$ cat src/rtl/adc_spi_responder_if.sv
// SPI-style link between the ADC reader master and the responder.
// convst/sck/sdi come from the master; sdo returns the result.
interface adc_spi_responder_if;
  logic convst;
  logic sck;
  logic sdi;
  logic sdo;

  modport master (
    output convst,
    output sck,
    output sdi,
    input  sdo
  );

  modport slave (
    input  convst,
    input  sck,
    input  sdi,
    output sdo
  );
endinterface

$ cat src/rtl/adc_spi_responder.sv
// Slave-side model of a 12-bit 8-channel SPI ADC (LTC2308 protocol).
// Channel values come from fabric inputs; results shift out on sdo.
module adc_spi_responder #(
  parameter int         DW      = 12,
  parameter int         NCH     = 8,
  parameter int         TCONV   = 80,
  parameter logic [5:0] CFG_RST = 6'b100010
) (
  input  logic              clk,
  input  logic              rst,
  adc_spi_responder_if.slave spi,
  input  logic [NCH*DW-1:0] ch_data,
  output logic              busy,
  output logic [5:0]        cfg_word,
  output logic              frame_done
);

  localparam int CW = $clog2(TCONV);
  localparam int FW = $clog2(DW);

  typedef enum logic [1:0] {
    IDLE,
    CONV,
    READY,
    SHIFT
  } state_t;

  state_t state, state_n;

  logic [2:0]    cv_q, sk_q;
  logic [1:0]    sd_q;
  logic [CW-1:0] cnt, cnt_n;
  logic [DW-1:0] sr, sr_n;
  logic [FW-1:0] fcnt, fcnt_n;
  logic [2:0]    ccnt, ccnt_n;
  logic [4:0]    cfg_sr, cfg_sr_n;
  logic [5:0]    next_cfg, next_cfg_n;
  logic [5:0]    cfg_word_n;
  logic          done_n;

  logic          conv_rise, sck_rise, sck_fall, sdi_s;
  logic          start;
  logic [2:0]    ch_sel;
  logic [DW-1:0] sample;

  assign conv_rise = cv_q[1] & ~cv_q[2];
  assign sck_rise  = sk_q[1] & ~sk_q[2];
  assign sck_fall  = ~sk_q[1] & sk_q[2];
  assign sdi_s     = sd_q[1];

  // Channel index is {S1,S0,O/S}; sleep returns zero.
  assign ch_sel = {next_cfg[3], next_cfg[2], next_cfg[4]};
  assign sample = next_cfg[0] ? '0 : ch_data[int'(ch_sel)*DW +: DW];

  assign start   = conv_rise && (state != CONV);
  assign busy    = (state == CONV);
  assign spi.sdo = ((state == READY) || (state == SHIFT)) & sr[DW-1];

  always_ff @(posedge clk or negedge rst) begin
    if (!rst) begin
      cv_q       <= '0;
      sk_q       <= '0;
      sd_q       <= '0;
      state      <= IDLE;
      cnt        <= '0;
      sr         <= '0;
      fcnt       <= '0;
      ccnt       <= '0;
      cfg_sr     <= '0;
      next_cfg   <= CFG_RST;
      cfg_word   <= CFG_RST;
      frame_done <= 1'b0;
    end else begin
      cv_q       <= {cv_q[1:0], spi.convst};
      sk_q       <= {sk_q[1:0], spi.sck};
      sd_q       <= {sd_q[0], spi.sdi};
      state      <= state_n;
      cnt        <= cnt_n;
      sr         <= sr_n;
      fcnt       <= fcnt_n;
      ccnt       <= ccnt_n;
      cfg_sr     <= cfg_sr_n;
      next_cfg   <= next_cfg_n;
      cfg_word   <= cfg_word_n;
      frame_done <= done_n;
    end
  end

  always_comb begin
    state_n    = state;
    cnt_n      = cnt;
    sr_n       = sr;
    fcnt_n     = fcnt;
    ccnt_n     = ccnt;
    cfg_sr_n   = cfg_sr;
    next_cfg_n = next_cfg;
    cfg_word_n = cfg_word;
    done_n     = 1'b0;
    if (start) begin
      // A start wins over any sck edge in the same clk.
      state_n    = CONV;
      cfg_word_n = next_cfg;
      sr_n       = sample;
      cnt_n      = CW'(TCONV - 1);
      fcnt_n     = '0;
      ccnt_n     = '0;
    end else begin
      unique case (state)
        IDLE: state_n = IDLE;
        CONV: begin
          if (cnt == '0) begin
            state_n = READY;
          end else begin
            cnt_n = cnt - 1'b1;
          end
        end
        READY, SHIFT: begin
          if (sck_rise && (ccnt != 3'd6)) begin
            cfg_sr_n = {cfg_sr[3:0], sdi_s};
            ccnt_n   = ccnt + 1'b1;
            if (ccnt == 3'd5) begin
              next_cfg_n = {cfg_sr, sdi_s};
            end
          end
          if (sck_fall) begin
            if (fcnt == FW'(DW - 1)) begin
              state_n = IDLE;
              done_n  = 1'b1;
            end else begin
              state_n = SHIFT;
              sr_n    = {sr[DW-2:0], 1'b0};
              fcnt_n  = fcnt + 1'b1;
            end
          end
        end
        default: state_n = IDLE;
      endcase
    end
  end

endmodule

$ cat src/flat_wrapper.sv
// flat-port wrapper written by rule: the top's interface ports become plain ports
module adc_spi_responder_flat 
#(
  parameter int         DW      = 12,
  parameter int         NCH     = 8,
  parameter int         TCONV   = 80,
  parameter logic [5:0] CFG_RST = 6'b100010
)
  (clk, rst, ch_data, busy, cfg_word, frame_done, spi_convst, spi_sck, spi_sdi, spi_sdo);
  adc_spi_responder_if spi_i ();
  input  logic clk;
  input  logic rst;
  input  logic [NCH*DW-1:0] ch_data;
  output logic busy;
  output logic [5:0] cfg_word;
  output logic frame_done;
  input wire logic [$bits(spi_i.convst)-1:0] spi_convst;
  input wire logic [$bits(spi_i.sck)-1:0] spi_sck;
  input wire logic [$bits(spi_i.sdi)-1:0] spi_sdi;
  output wire logic [$bits(spi_i.sdo)-1:0] spi_sdo;
  assign spi_i.convst = spi_convst;
  assign spi_i.sck = spi_sck;
  assign spi_i.sdi = spi_sdi;
  assign spi_sdo = spi_i.sdo;
  adc_spi_responder #(.DW(DW), .NCH(NCH), .TCONV(TCONV), .CFG_RST(CFG_RST)) u_core (.clk(clk), .rst(rst), .spi(spi_i), .ch_data(ch_data), .busy(busy), .cfg_word(cfg_word), .frame_done(frame_done));
endmodule
$ cat config.mk
export PLATFORM = sky130hd
export DESIGN_NAME = adc_spi_responder_flat
export DESIGN_NICKNAME = d
export VERILOG_FILES = /design/src/rtl/adc_spi_responder_if.sv /design/src/rtl/adc_spi_responder.sv /design/src/flat_wrapper.sv
export SDC_FILE = /design/constraint.sdc
export NUM_CORES = 1
export LEC_CHECK = 0
export ABC_AREA = 1
export ABC_CLOCK_PERIOD_IN_PS = 1400
export CORE_MARGIN = 8
export CORE_UTILIZATION = 35
export DETAILED_ROUTE_END_ITERATION = 12
export PLACE_DENSITY_LB_ADDON = 0.3
export SYNTH_ARGS = -nofsm -noshare
export SYNTH_HDL_FRONTEND = slang
export SYNTH_SLANG_ARGS = --single-unit
$ cat constraint.sdc
create_clock -name clk -period 1.4 [get_ports clk]
set_input_delay 0.28 -clock clk [delete_from_list [all_inputs] [get_ports clk]]
set_output_delay 0.28 -clock clk [all_outputs]
set_load 0.01 [all_outputs]
==> Word-level counts from Yosys, hierarchy flattened <==
Index checks and enable logic that the tools add are counted.
{ "totals": {"ff_bits": 54, "output_inout_bits": 9} }
{ "classes": {"muxes": 24, "n_shift": 1, "eq_ne": 11, "bitwise": 8, "reduce_logical": 16, "addsub": 3, "n_mul": 1} }
{ "op_table": {"columns": ["operator", "n"], "rows": [
  ["96-bit by 32-bit indexed part select with 12-bit output", 1],
  ["12-bit 2-to-1 mux", 5],
  ["7-bit 2-to-1 mux", 3],
  ["4-bit 2-to-1 mux", 4],
  ["3-bit 2-to-1 mux", 3],
  ["2-bit 2-to-1 mux", 4],
  ["2-bit nonzero test", 4],
  ["7-bit zero test", 1],
  ["7-bit by 1-bit subtractor with 7-bit output (second input constant)", 1],
  ["2-bit by 1-bit != test with 1-bit output (second input constant)", 3],
  ["3-bit by 1-bit != test with 1-bit output (second input constant)", 2],
  ["2-bit case mux with 3 select lines", 1],
  ["2-bit AND reduction", 3],
  ["3-bit AND reduction", 2],
  ["3-bit by 2-bit multiplier with 5-bit output (second input constant)", 1],
  ["4-bit by 1-bit adder with 4-bit output (second input constant)", 1],
  ["1-bit bitwise AND", 4],
  ["2-bit equality test (second input constant)", 2],
  ["4-bit equality test (second input constant)", 1],
  ["1-bit 2-to-1 mux", 4],
  ["1-bit NOT", 4],
  ["4-bit AND reduction", 1],
  ["3-bit by 1-bit adder with 3-bit output (second input constant)", 1],
  ["3-bit equality test (second input constant)", 1],
  ["other kinds (6)", 7]
]} }

==> Logic depth before layout (Yosys ltp) <==
Gate-level depths: netlist of the first run.
{ "logic_depth": {"word_depth": 6, "depth_mapped": 10} }

==> Worst setup path before layout of the first run <==
Ideal clock, no wire load.
{ "synth_timing": {"kind": "register -> register", "start": "reg u_core.fcnt[0]", "end": "reg u_core.sr[10]", "slack_ns": -0.023, "stages_incl_launch_ff": 7, "arrival_time_ns": 1.300, "required_time_ns": 1.277, "period_less_slack_ns": 1.423, "path_cell_list": "dfrtp_1 -> ha_1 -> nand3_1 -> nand3_1 -> buf_2 -> o21ai_0 -> a21oi_1"} }
{ "synth_between": {"elab_chain_cells": 3} }
{ "synth_lines": {"columns": ["element", "line_no", "text"], "rows": [
  ["start, declared", "adc_spi_responder.sv:34", "logic [FW-1:0] fcnt, fcnt_n;"],
  ["start signal, assigned", "adc_spi_responder.sv:80", "fcnt <= fcnt_n;"],
  ["4-bit equality test", "adc_spi_responder.sv:126", "if (fcnt == FW'(DW - 1)) begin"],
  ["2-bit by 1-bit != test with 1-bit output (no line)", null, null],
  ["3-bit AND reduction (no line)", null, null],
  ["end signal, assigned", "adc_spi_responder.sv:79", "sr <= sr_n;"],
  ["end, declared", "adc_spi_responder.sv:33", "logic [DW-1:0] sr, sr_n;"]
]} }
Every way passes these cells.
A chain may end at the register's enable or synchronous reset.

==> Final worst setup path of the first run <==
{ "layout_timing": {"start": "reg u_core.state[1]", "end": "reg u_core.sr[2]"} }
{ "layout_between": {"elab_chain_cells": 4} }
{ "layout_lines": {"columns": ["element", "line_no", "text"], "rows": [
  ["start, declared", "adc_spi_responder.sv:28", "state_t state, state_n;"],
  ["start signal, assigned", "adc_spi_responder.sv:77", "state <= state_n;"],
  ["2-bit by 1-bit != test with 1-bit output or 2-bit equality test (tied branches)", "adc_spi_responder.sv:55, adc_spi_responder.sv:108", null],
  ["1-bit logical AND or 2-bit OR reduction (tied branches)", "adc_spi_responder.sv:55, adc_spi_responder.sv:108", null],
  ["2-bit by 1-bit != test with 1-bit output (no line) or 2-bit nonzero test (tied branches)", null, null],
  ["3-bit AND reduction (no line)", null, null]
]} }
Several ways; a longest one is shown, not always the timed one.

==> results of run 1 <==
-- registers in the layout, indices dropped and copies added (netlist names) --
signal	flops
u_core.ccnt	3
u_core.cfg_sr	5
u_core.cfg_word	6
u_core.cnt	7
u_core.cv_q	3
u_core.fcnt	4
u_core.frame_done	1
u_core.next_cfg	6
u_core.sd_q	2
u_core.sk_q	3
u_core.sr	12
u_core.state	2
-- kinds of logic (layout without fill, tap and decap cells) --
family                   after synthesis  after routing
XOR/XNOR                               5              5
AO/OA/AOI/OAI                         60             60
AND/OR/NAND/NOR                      268            268
adder cells (fa/ha/maj)                6              6
buffers and inverters                121            269
flip-flops                            54             54
-- synth_stat cells (2+ instances only) --
| library cell | count |
|---|---|
| sky130_fd_sc_hd__a21oi_1 | 15 |
| sky130_fd_sc_hd__buf_2 | 9 |
| sky130_fd_sc_hd__dfstp_2 | 4 |
| sky130_fd_sc_hd__nand2_4 | 2 |
| sky130_fd_sc_hd__clkbuf_1 | 8 |
| sky130_fd_sc_hd__nand2_1 | 149 |
| sky130_fd_sc_hd__ha_1 | 6 |
| sky130_fd_sc_hd__buf_6 | 3 |
| sky130_fd_sc_hd__xor2_1 | 4 |
| sky130_fd_sc_hd__buf_4 | 3 |
| sky130_fd_sc_hd__o211ai_1 | 2 |
| sky130_fd_sc_hd__nand3_1 | 76 |
| sky130_fd_sc_hd__o21ai_2 | 7 |
| sky130_fd_sc_hd__dfrtp_1 | 50 |
| sky130_fd_sc_hd__o21ai_0 | 32 |
| sky130_fd_sc_hd__o22ai_1 | 2 |
| sky130_fd_sc_hd__inv_1 | 93 |
| sky130_fd_sc_hd__buf_1 | 2 |
| sky130_fd_sc_hd__nand4_1 | 4 |
| sky130_fd_sc_hd__nor2_4 | 3 |
| sky130_fd_sc_hd__nor2_1 | 31 |
-- routing by layer --
metal  routed length (µm)  vias up  GRT usage (%)
met1                 4510     1798           18.3
li1                     -     1881              -
met3                  512       18           2.87
met4                  192        0           4.32
met5                    0        -              0
met2                 6440       89           33.8
-- path summary, 6_finish.rpt --
path                       cells after the start  slack (ns)                   startpoint                              to
max                                           10       -0.13  u_core.state[1]$_DFFE_PN0P_        u_core.sr[2]$_DFFE_PN0P_
min                                            0        0.35     u_core.sd_q[0]$_DFF_PN0_        u_core.sd_q[1]$_DFF_PN0_
max reg2reg                                   10       -0.13  u_core.state[1]$_DFFE_PN0P_        u_core.sr[2]$_DFFE_PN0P_
min reg2reg                                    0        0.35     u_core.sd_q[0]$_DFF_PN0_        u_core.sd_q[1]$_DFF_PN0_
max in group asynchronous                      3        0.60                          rst  u_core.next_cfg[5]$_DFFE_PN1P_
min in group asynchronous                      3        0.50                          rst       u_core.cnt[6]$_DFFE_PN0P_
-- worst max-delay path: cells and delay by family (launching register included) --
| kind | cells | cell delay, ns |
|---|---|---|
| buffers and inverters | 5 | 0.58 |
| AOI/OAI and AO/OA | 1 | 0.05 |
| and+or+nand+nor | 4 | 0.37 |
| DFF | 1 | 0.39 |
-- metrics by stage --
stage | setup TNS (ns) | utilization (%) | hold slack (ns)
2_1_floorplan | 0 | - | -0.0156
3_3_place_gp | 0 | 50.6 | 0.297
3_5_place_dp | -0.0753 | 50.6 | 0.296
4_1_cts | -0.884 | 55.6 | 0.361
5_1_grt | -3.92 | 57.9 | 0.366
6_report | -1.54 | 57.9 | 0.350
-- layout make-up --
type | count | area (µm²) | area share [%]
Tap cell | 133 | 166 | 2.95
Multi-Input combinational cell | 339 | 1960 | 34.7
Clock buffer | 8 | 90.1 | 1.60
Sequential cell | 54 | 1360 | 24.1
Inverter | 95 | 367 | 6.51
Timing Repair Buffer | 166 | 1700 | 30.2
-- power by group through the flow --
stage          sequential, mW  combinational [mW]  clock [mW]
2_1_floorplan            2.20                1.05           0
3_3_place_gp             2.21                1.94           0
3_5_place_dp             2.23                2.01           0
4_1_cts                  2.26                2.49       0.907
5_1_grt                  2.39                3.14       0.982
6_report                 2.34                2.89       0.890
-- timing repair --
action / in CTS / in global routing
gates cloned: 4 / 1
endpoints found under the hold margin: 50 / 0
hold buffers: 1 / 0
pin swaps: 11 / 22
setup endpoints to repair: 25 / 46
setup buffers: 18 / 6
resized for setup: 69 / 75
==> flow_summary_export.csv, run 1 <==
group,metric,value,unit
floorplan,io_pins,110,
timing,slew_headroom,70.4,%
grt,overall_track_demand_over_capacity_in_global_routing,17.1,%
routing,post_drt_via_cell_ratio,4.76,
worst_setup_path,startpoint_type,"flop",
layout,final_common_cell,"sky130_fd_sc_hd__nand2_1",
timing,fin_skew,0.00630,ns
layout,layout.nets,768,
place,detailedPlacementHpwl,7.99,mm
power,power_per_cell_area,1090,nW/µm²
yosys,portion_of_synthesized_cell_area_occupied_by_the_leading_cell_type,36.0,%
run_status,status,"complete, but fails checks",
timing,report.final.setup_viol,20,
timing,fmaxAchievable,655,MHz
job,maxCapViolCount,0,
timing,worst-slew-pin-transition,0.443,ns
place,port_buffers,109,
grt,grt.overflow.total,0,
clock_tree,clock_tree_from_tritoncts,"yes",
power,netSwitchingPower,2.23,mW
power,combPwrFrac,47.3,%
power,report.power.total,6.12,mW
clock_tree,clkLatencyLatePin,0.31,ns
yosys,post_synth_and_or_nand_nor_area_fraction,33.4,%
grt,antenna_violations_before_repair,0,
yosys,muxShareOfSynthArea,0,%
layout,antenna_cells,0,
clock_tree,clk_slew_on_worst_s_h_paths,0.09,ns
place,detailed_place.area,4920,µm²
yosys,total_number_of_yosys_warnings,0,
worst_setup_path,worst-path-max-fanout,6,
yosys,most_used_dff_post_synth,"sky130_fd_sc_hd__dfrtp_1",
clock_tree,cts-root-to-sink-buffers,2,
floorplan,placeableCoreArea,9730,µm²
layout,flow.area_growth_from_synthesis,62.1,%
floorplan,chipHeight,116,µm
layout,final_layout_size_suffix_gt1_share,22.2,%
timing,fin_crit_sh,109,%
worst_setup_path,timing.critical_path.arrival,1.71,ns
power,total_leakage_power,2.71,nW
yosys,yosys-top-cells-area,"sky130_fd_sc_hd__dfrtp_1, sky130_fd_sc_hd__nand2_1, sky130_fd_sc_hd__nand3_1",
yosys,yosysSeqAreaShare,39.0,%
floorplan,initial_utilization,35.7,%
power,pwr-share-clk,14.6,%
timing,hold_viol,0,
routing,drt_first_pass_iters,4,
yosys,mapped_nets,621,
worst_setup_path,cp_data_required_time,1.59,ns
layout,n_fill_cell,921,
worst_setup_path,end_kind,"flop",
routing,final_antenna_net_count,0,
min_path,worst_min_path_class,"reg -> reg",
yosys,asyncSetResetFlopFracSynth,100,%
yosys,synth-compound-area-share,9.68,%
power,ir_worst_vdd,581,µV
place,place_worst_setup_slack,-0.0288,ns
yosys,syn_inst,514,
routing,detail_route.drc_violations,0,
layout,layout.cells.most_common_list,"sky130_fd_sc_hd__nand2_1, sky130_fd_sc_hd__clkdlybuf4s50_1, sky130_fd_sc_hd__inv_1, sky130_fd_sc_hd__nand3_1, sky130_fd_sc_hd__dfrtp_1",
timing,layout_min_cycle_time,1.53,ns
routing,drt-wirelength-per-cell,14.7,µm
worst_setup_path,timing.critical_path.cells,"buf_6, nor2_4, inv_2, nand2_4, buf_6, buf_6, nand2_8, buf_12, nor2_4, a21oi_1",
worst_setup_path,critical_path_class,"reg -> reg",
yosys,dominant_combinational_cell_family_by_area_after_synthesis,"simple AND/OR/NAND/NOR gates",
power,p_int,3.88,mW
yosys,synthXorXnorAreaFrac,1.26,%
clock_tree,cts-buffers-inserted,5,
clock_tree,numClockSinks,54,
routing,dr.first_iter.drc_count,227,
timing,rsz_0062_raised_after_global_routing,"true",
floorplan,die_w,116,µm
yosys,synthAdderAreaFrac,2.16,%
layout,final_instance_count_without_filler_cells,795,
power,seq_power_share,38.2,%
yosys,netlist.top_cell.by_area,"sky130_fd_sc_hd__dfrtp_1",
clock_tree,cts_root_buffer,"sky130_fd_sc_hd__clkbuf_8",
worst_setup_path,cp_slowest_stage_delay,0.39,ns
power,swShare,36.5,%
timing,timing.final.max_slew_violations,0,
floorplan,fp-row-count,36,
routing,dr_total_vias,3786,
place,placed_cells_incl_taps,763,
worst_setup_path,timing.critical_path.slowest_stage_cell,"sky130_fd_sc_hd__dfrtp_1",
yosys,synthesis.area_per_instance,6.76,µm²
run_status,violations,"setup timing",
timing,timing.final.ws_setup,-0.128,ns
grt,grt_pass1_vias,3869,
grt,grt_first_pass_wirelength,18.3,mm
yosys,number_of_unique_standard_cell_types_used_by_synthesis,30,
clock_tree,htree_num_levels,2,
worst_setup_path,worst_path_most_repeated_cell,"sky130_fd_sc_hd__buf_6",
layout,finalInstanceArea,5640,µm²
yosys,yosys_register_bits,54,
grt,grt_start_max_net_pins,55,
floorplan,die_footprint,13400,µm²
routing,finalWirelength,11.7,mm
place,gp_routability_congestion,0.792,
yosys,syn_area,3480,µm²
yosys,synth_edf_count,0,
(Power assumes the default switching activity.)
==> run 2: changes to the inputs <==
- CORE_UTILIZATION: 35 -> 43
- MAX_ROUTING_LAYER: unset -> met4
==> run 2 against run 1 <==
  * The flow still finishes with violations (setup timing)
  * Clock skew rose by 0.0081 ns
  * Combinational power decreased by 3%
  * Sequential power hardly changed
  * Cell area decreased by 2.6%
  * First-iteration DRC count rose by 4.0%
  * Global-route usage is 3.3 points higher
==> flow_summary_export.csv, run 2 (same netlist as run 1, synthesis figures left out) <==
group,metric,value,unit
power,power_per_cell_area,1110,nW/µm²
layout,flow.area_growth_from_synthesis,57.9,%
routing,post_drt_via_cell_ratio,4.97,
layout,layout.cells.most_common_list,"sky130_fd_sc_hd__nand2_1, sky130_fd_sc_hd__clkdlybuf4s50_1, sky130_fd_sc_hd__inv_1, sky130_fd_sc_hd__nand3_1, sky130_fd_sc_hd__dfrtp_1",
layout,final_layout_size_suffix_gt1_share,20.9,%
routing,drt-wirelength-per-cell,15.6,µm
layout,antenna_cells,0,
floorplan,die_footprint,11200,µm²
worst_setup_path,startpoint_type,"flop",
run_status,status,"complete, but fails checks",
timing,timing.final.max_slew_violations,0,
worst_setup_path,cp_data_required_time,1.62,ns
worst_setup_path,critical_path_class,"reg -> reg",
routing,drt_first_pass_iters,4,
grt,grt_pass1_vias,3867,
layout,utilization,70.7,%
place,gp_routability_congestion,0.829,
floorplan,die_w,106,µm
clock_tree,clkLatencyLatePin,0.33,ns
job,maxCapViolCount,0,
power,ir_worst_vdd,873,µV
timing,fmaxAchievable,667,MHz
timing,fin_crit_sh,107,%
routing,dr.first_iter.drc_count,236,
floorplan,initial_utilization,44.7,%
routing,dr_total_vias,3788,
timing,timing.final.ws_setup,-0.0983,ns
timing,fin_tns_setup,-1.22,ns
clock_tree,htree_num_levels,2,
layout,max_flop_register,"u_core.sr",
floorplan,chipHeight,106,µm
worst_setup_path,timing.critical_path.arrival,1.72,ns
timing,slew_headroom,67.9,%
timing,hold_viol,0,
timing,report.final.setup_viol,29,
run_status,violations,"setup timing",
clock_tree,cts_root_buffer,"sky130_fd_sc_hd__clkbuf_8",
floorplan,fp-row-count,32,
layout,finalInstanceArea,5490,µm²
power,total_leakage_power,2.67,nW
timing,worst-slew-pin-transition,0.481,ns
layout,final_common_cell,"sky130_fd_sc_hd__nand2_1",
layout,n_fill_cell,602,
grt,grt.overflow.total,0,
timing,fin_skew,0.0144,ns
place,place_worst_setup_slack,-0.124,ns
clock_tree,numClockSinks,54,
layout,biggestRegsByFlops,"u_core.sr: 12 flops, u_core.cnt: 7 flops",
floorplan,placeableCoreArea,7770,µm²
grt,overall_track_demand_over_capacity_in_global_routing,20.5,%
grt,grt_start_max_net_pins,55,
floorplan,io_pins,110,
timing,layout_min_cycle_time,1.50,ns
layout,largest_reg_flops,12,
routing,final_antenna_net_count,0,
grt,antenna_violations_before_repair,0,
clock_tree,clk_slew_on_worst_s_h_paths,0.11,ns
timing,hold_ws,0.355,ns
clock_tree,cts-buffers-inserted,5,
place,port_buffers,109,
worst_setup_path,end_kind,"flop",
routing,finalWirelength,11.9,mm
grt,grt_first_pass_wirelength,18.4,mm
min_path,worst_min_path_class,"reg -> reg",
place,detailed_place.area,4840,µm²
clock_tree,cts-root-to-sink-buffers,2,
place,detailedPlacementHpwl,7.74,mm
routing,detail_route.drc_violations,0,
worst_setup_path,worst-path-max-fanout,6,
clock_tree,clock_tree_from_tritoncts,"yes",
layout,layout.nets,766,
timing,rsz_0062_raised_after_global_routing,"true",
run 2: cell types whose count changed in the layout (fill, tap and decap cells not counted), sizes merged:
cell           change
inv                +2
clkbuf             -3
clkdlybuf4s15      +1
nand3              +1
clkinv             +1
buf                -4
run 2: timing repair:
item | CTS | global route
buffers inserted | 16 | 10
resized for setup | 55 | 59
cloned | 3 | 1
hold buffers | 1 | 0
pin swaps | 6 | 11
hold endpoints to repair | 50 | 0
endpoints found under the setup margin | 32 | 42
run 2: worst max-delay path, cell delays in order, from the launching register on:
cell	delay, ns
sky130_fd_sc_hd__dfrtp_1	0.43
sky130_fd_sc_hd__ha_4	0.17
sky130_fd_sc_hd__nand2_2	0.04
sky130_fd_sc_hd__nand4_1	0.17
sky130_fd_sc_hd__nor2_4	0.19
sky130_fd_sc_hd__nand3_4	0.13
sky130_fd_sc_hd__buf_12	0.17
sky130_fd_sc_hd__nand2_4	0.05
sky130_fd_sc_hd__o21ai_2	0.05
run 2: stage by stage:
stage | instances | power (mW)
floorplan | 514 | 3.25
global placement | 727 | 4.10
detailed placement | 727 | 4.18
CTS | 755 | 5.48
global route | 762 | 6.45
finish | 762 | 6.08
run 2: metal layers:
metal | share of wire (%) | wire length, µm | vias to the layer above | GRT usage (%)
met5 | 0 | 0 | - | -
met4 | 2.4 | 281 | 0 | 6.63
met3 | 3.5 | 411 | 19 | 2.36
met2 | 54 | 6440 | 99 | 37.3
met1 | 40 | 4770 | 1784 | 22.7
li1 | - | - | 1886 | -
run 2: final cells by class:
type                    instances  area (µm²)  area share (%)
well taps                     102         128            2.33
inverters                      95         364            6.63
repair buffers                163        1670            30.4
clock inverters                 3        26.3           0.479
flip-flops and latches         54        1360            24.7
clock buffers                   5        68.8            1.25
multi-input cells             340        1870            34.2
run 2: worst paths after layout:
path / startpoint / endpoint / slack, ns / depth (start not counted)
min: u_core.sd_q[0]$_DFF_PN0_ / u_core.sd_q[1]$_DFF_PN0_ / 0.35 / 0
max in group asynchronous: rst / u_core.next_cfg[5]$_DFFE_PN1P_ / 0.64 / 3
max: u_core.ccnt[1]$_DFFE_PN0P_ / u_core.next_cfg[0]$_DFFE_PN0P_ / -0.1 / 8
max reg2reg: u_core.ccnt[1]$_DFFE_PN0P_ / u_core.next_cfg[0]$_DFFE_PN0P_ / -0.1 / 8
min in group asynchronous: rst / u_core.sd_q[1]$_DFF_PN0_ / 0.47 / 3
min reg2reg: u_core.sd_q[0]$_DFF_PN0_ / u_core.sd_q[1]$_DFF_PN0_ / 0.35 / 0
run 2: where the power goes:
part,switching [mW],internal [mW]
clock network,0.574,0.370
logic,1.36,1.45
registers,0.355,1.98
total,2.29,3.79
==> run 3: changes to the inputs <==
- CTS_CLUSTER_SIZE: unset -> 12
- HOLD_SLACK_MARGIN: unset -> 0.08
==> results of run 3 <==
Same layout as run 2: the final DEF is identical, and so are final timing and power.
==> patch: new RTL, config.mk and constraints of run 2 <==
The output `frame_done` loses its register stage (`frame_done` becomes a continuous assignment).
--- a/src/rtl/adc_spi_responder.sv
+++ b/src/rtl/adc_spi_responder.sv
@@ -70,5 +70,4 @@
       next_cfg   <= CFG_RST;
       cfg_word   <= CFG_RST;
-      frame_done <= 1'b0;
     end else begin
       cv_q       <= {cv_q[1:0], spi.convst};
@@ -83,7 +82,8 @@
       next_cfg   <= next_cfg_n;
       cfg_word   <= cfg_word_n;
-      frame_done <= done_n;
     end
   end
+
+  assign frame_done = done_n;
 
   always_comb begin
Function: no difference found for any inputs over 10 cycles, from zero or initial values and one cycle with rst low; that may be too few to reach the edited logic, so the function may still have changed.
==> patch against run 2 <==
- the flow still finishes with violations (negative setup slack)
- total power rose by 11%
- sequential cell count fell by 1
- cell area rose by 8.0%
- routed wire length rose by 11%
- area after synthesis fell by 1.5%
- setup slack got worse by 110 ps
- via count rose by 9.5%
- non-clock buffer count rose by 19
==> patch: results (changes against run 2) <==
Run status
  – Status: finished with violations
  – Violated checks: negative setup slack

Drt
  – Drt first pass iters: 8 (+4)
  – Via count: 4147 (+9.5%)
  – Final WL: 13.2 mm (+11%)
  – Wire per inst: 16.9 um (+8.1%)

Setup path
  – Worst setup path end: frame_done
  – R2R Setup Slk: -170 ps (-70 ps)
  – Worst R2R Path Depth: 9 (+1)
  – R2r startpoint: u_core.cv_q[1]
  – Crit path from: u_core.fcnt[0]
  – Slowest stage delay, CP: 390 ps (-40 ps)
  – R2R Path End: u_core.sr[11]
  – Critical path's top delay family: flip-flops

Placement
  – Instance area at placement: 4930 sq um (+2.0%)
  – Detailed placer's ending HPWL: 7.70 mm (-0.58%)
  – Setup slack at placement: -327 ps (-204 ps)
  – Cell Count Post-Placement: 742 (+2.1%)
  – RePlAce Congestion: 0.833 (+0.49%)

Final layout
  – Final core utilization: 76.7% (+6.0 points)
  – Non-clock buffer share: 32.0% (+1.6 points)
  – Clock network area share: 1.88% (+0.15 points)
  – Fill cells: 494 (-18%)
  – CLK BUF: 6 (+1)
  – Multi-input gates: 341 (+0.29%)
  – Nets@finish: 785 (+2.5%)
  – Flip-flop and latch count: 53 (-1.9%)

Clock network
  – Post-CTS resize count: 72 (+31%)
  – Post-CTS setup buffer count: 14 (-2)
  – Worst skew pair latency: 310 ps (-20 ps)

Yosys
  – Top post-synthesis cells by count: nand2_1 (150), inv_1 (93), nand3_1 (75)
  – Seq/Total Area, Yosys: 38.9% (-0.12 points)
  – Synth area leaders: dfrtp_1 (36%), nand2_1 (16%), nand3_1 (11%), inv_1 (10%), o21ai_0 (4.8%)
  – Netlist cell types: 31 (+3.3%)
  – Syn Inst Count: 515 (+0.19%)

STA
  – # setup viols final: 37 (+28%)
  – Hold_ws: 358 ps (+3.70 ps)
  – Post-route setup slack: -204 ps (-105 ps)
  – Clk_skew: 8.61 ps (-5.76 ps)
  – Setup TNS: -3330 ps (-2120 ps)

Power and ir drop
  – Leakage power: 2.82 nW (+5.5%)
  – P_sw: 0.00252 W (+10%)

Floorplanning
  – Chip width: 105 um (-0.66%)

Global route
  – Largest net degree at the start of global routing: 54 (-1.8%)
## patch: cell count changes in the layout (fill, tap and decap cells not counted), sizes merged, moves of 2 or more
cell   change
a22oi      +2
buf       +20
nand3      -2
nor2       +4
xor2       -2
## patch: routing by layer
metal / vias to the layer above / GRT usage (%) / share of wire (%)
li1: 1923 / - / -
met5: - / - / 0
met1: 1938 / 21.1 / 35
met4: 0 / 7.14 / 6.1
met2: 203 / 36.0 / 54
met3: 83 / 2.56 / 4.7
## patch: power by group through the flow
stage               sequential, W  clock [W]  combinational [W]
finish                    0.00231    0.00107            0.00336
global route              0.00235    0.00114            0.00360
global placement          0.00218          0            0.00200
detailed placement        0.00221          0            0.00208
floorplan                 0.00218          0            0.00104
CTS                       0.00220    0.00106            0.00249
## patch: logic make-up after synthesis
logic type | synth area share, %
AOI/OAI and AO/OA | 9.76
xor gates and xnor gates | 0.768
adders and majority gates | 2.19
buffers and inverters | 14.2
DFF | 38.9
and+or+nand+nor | 34.2
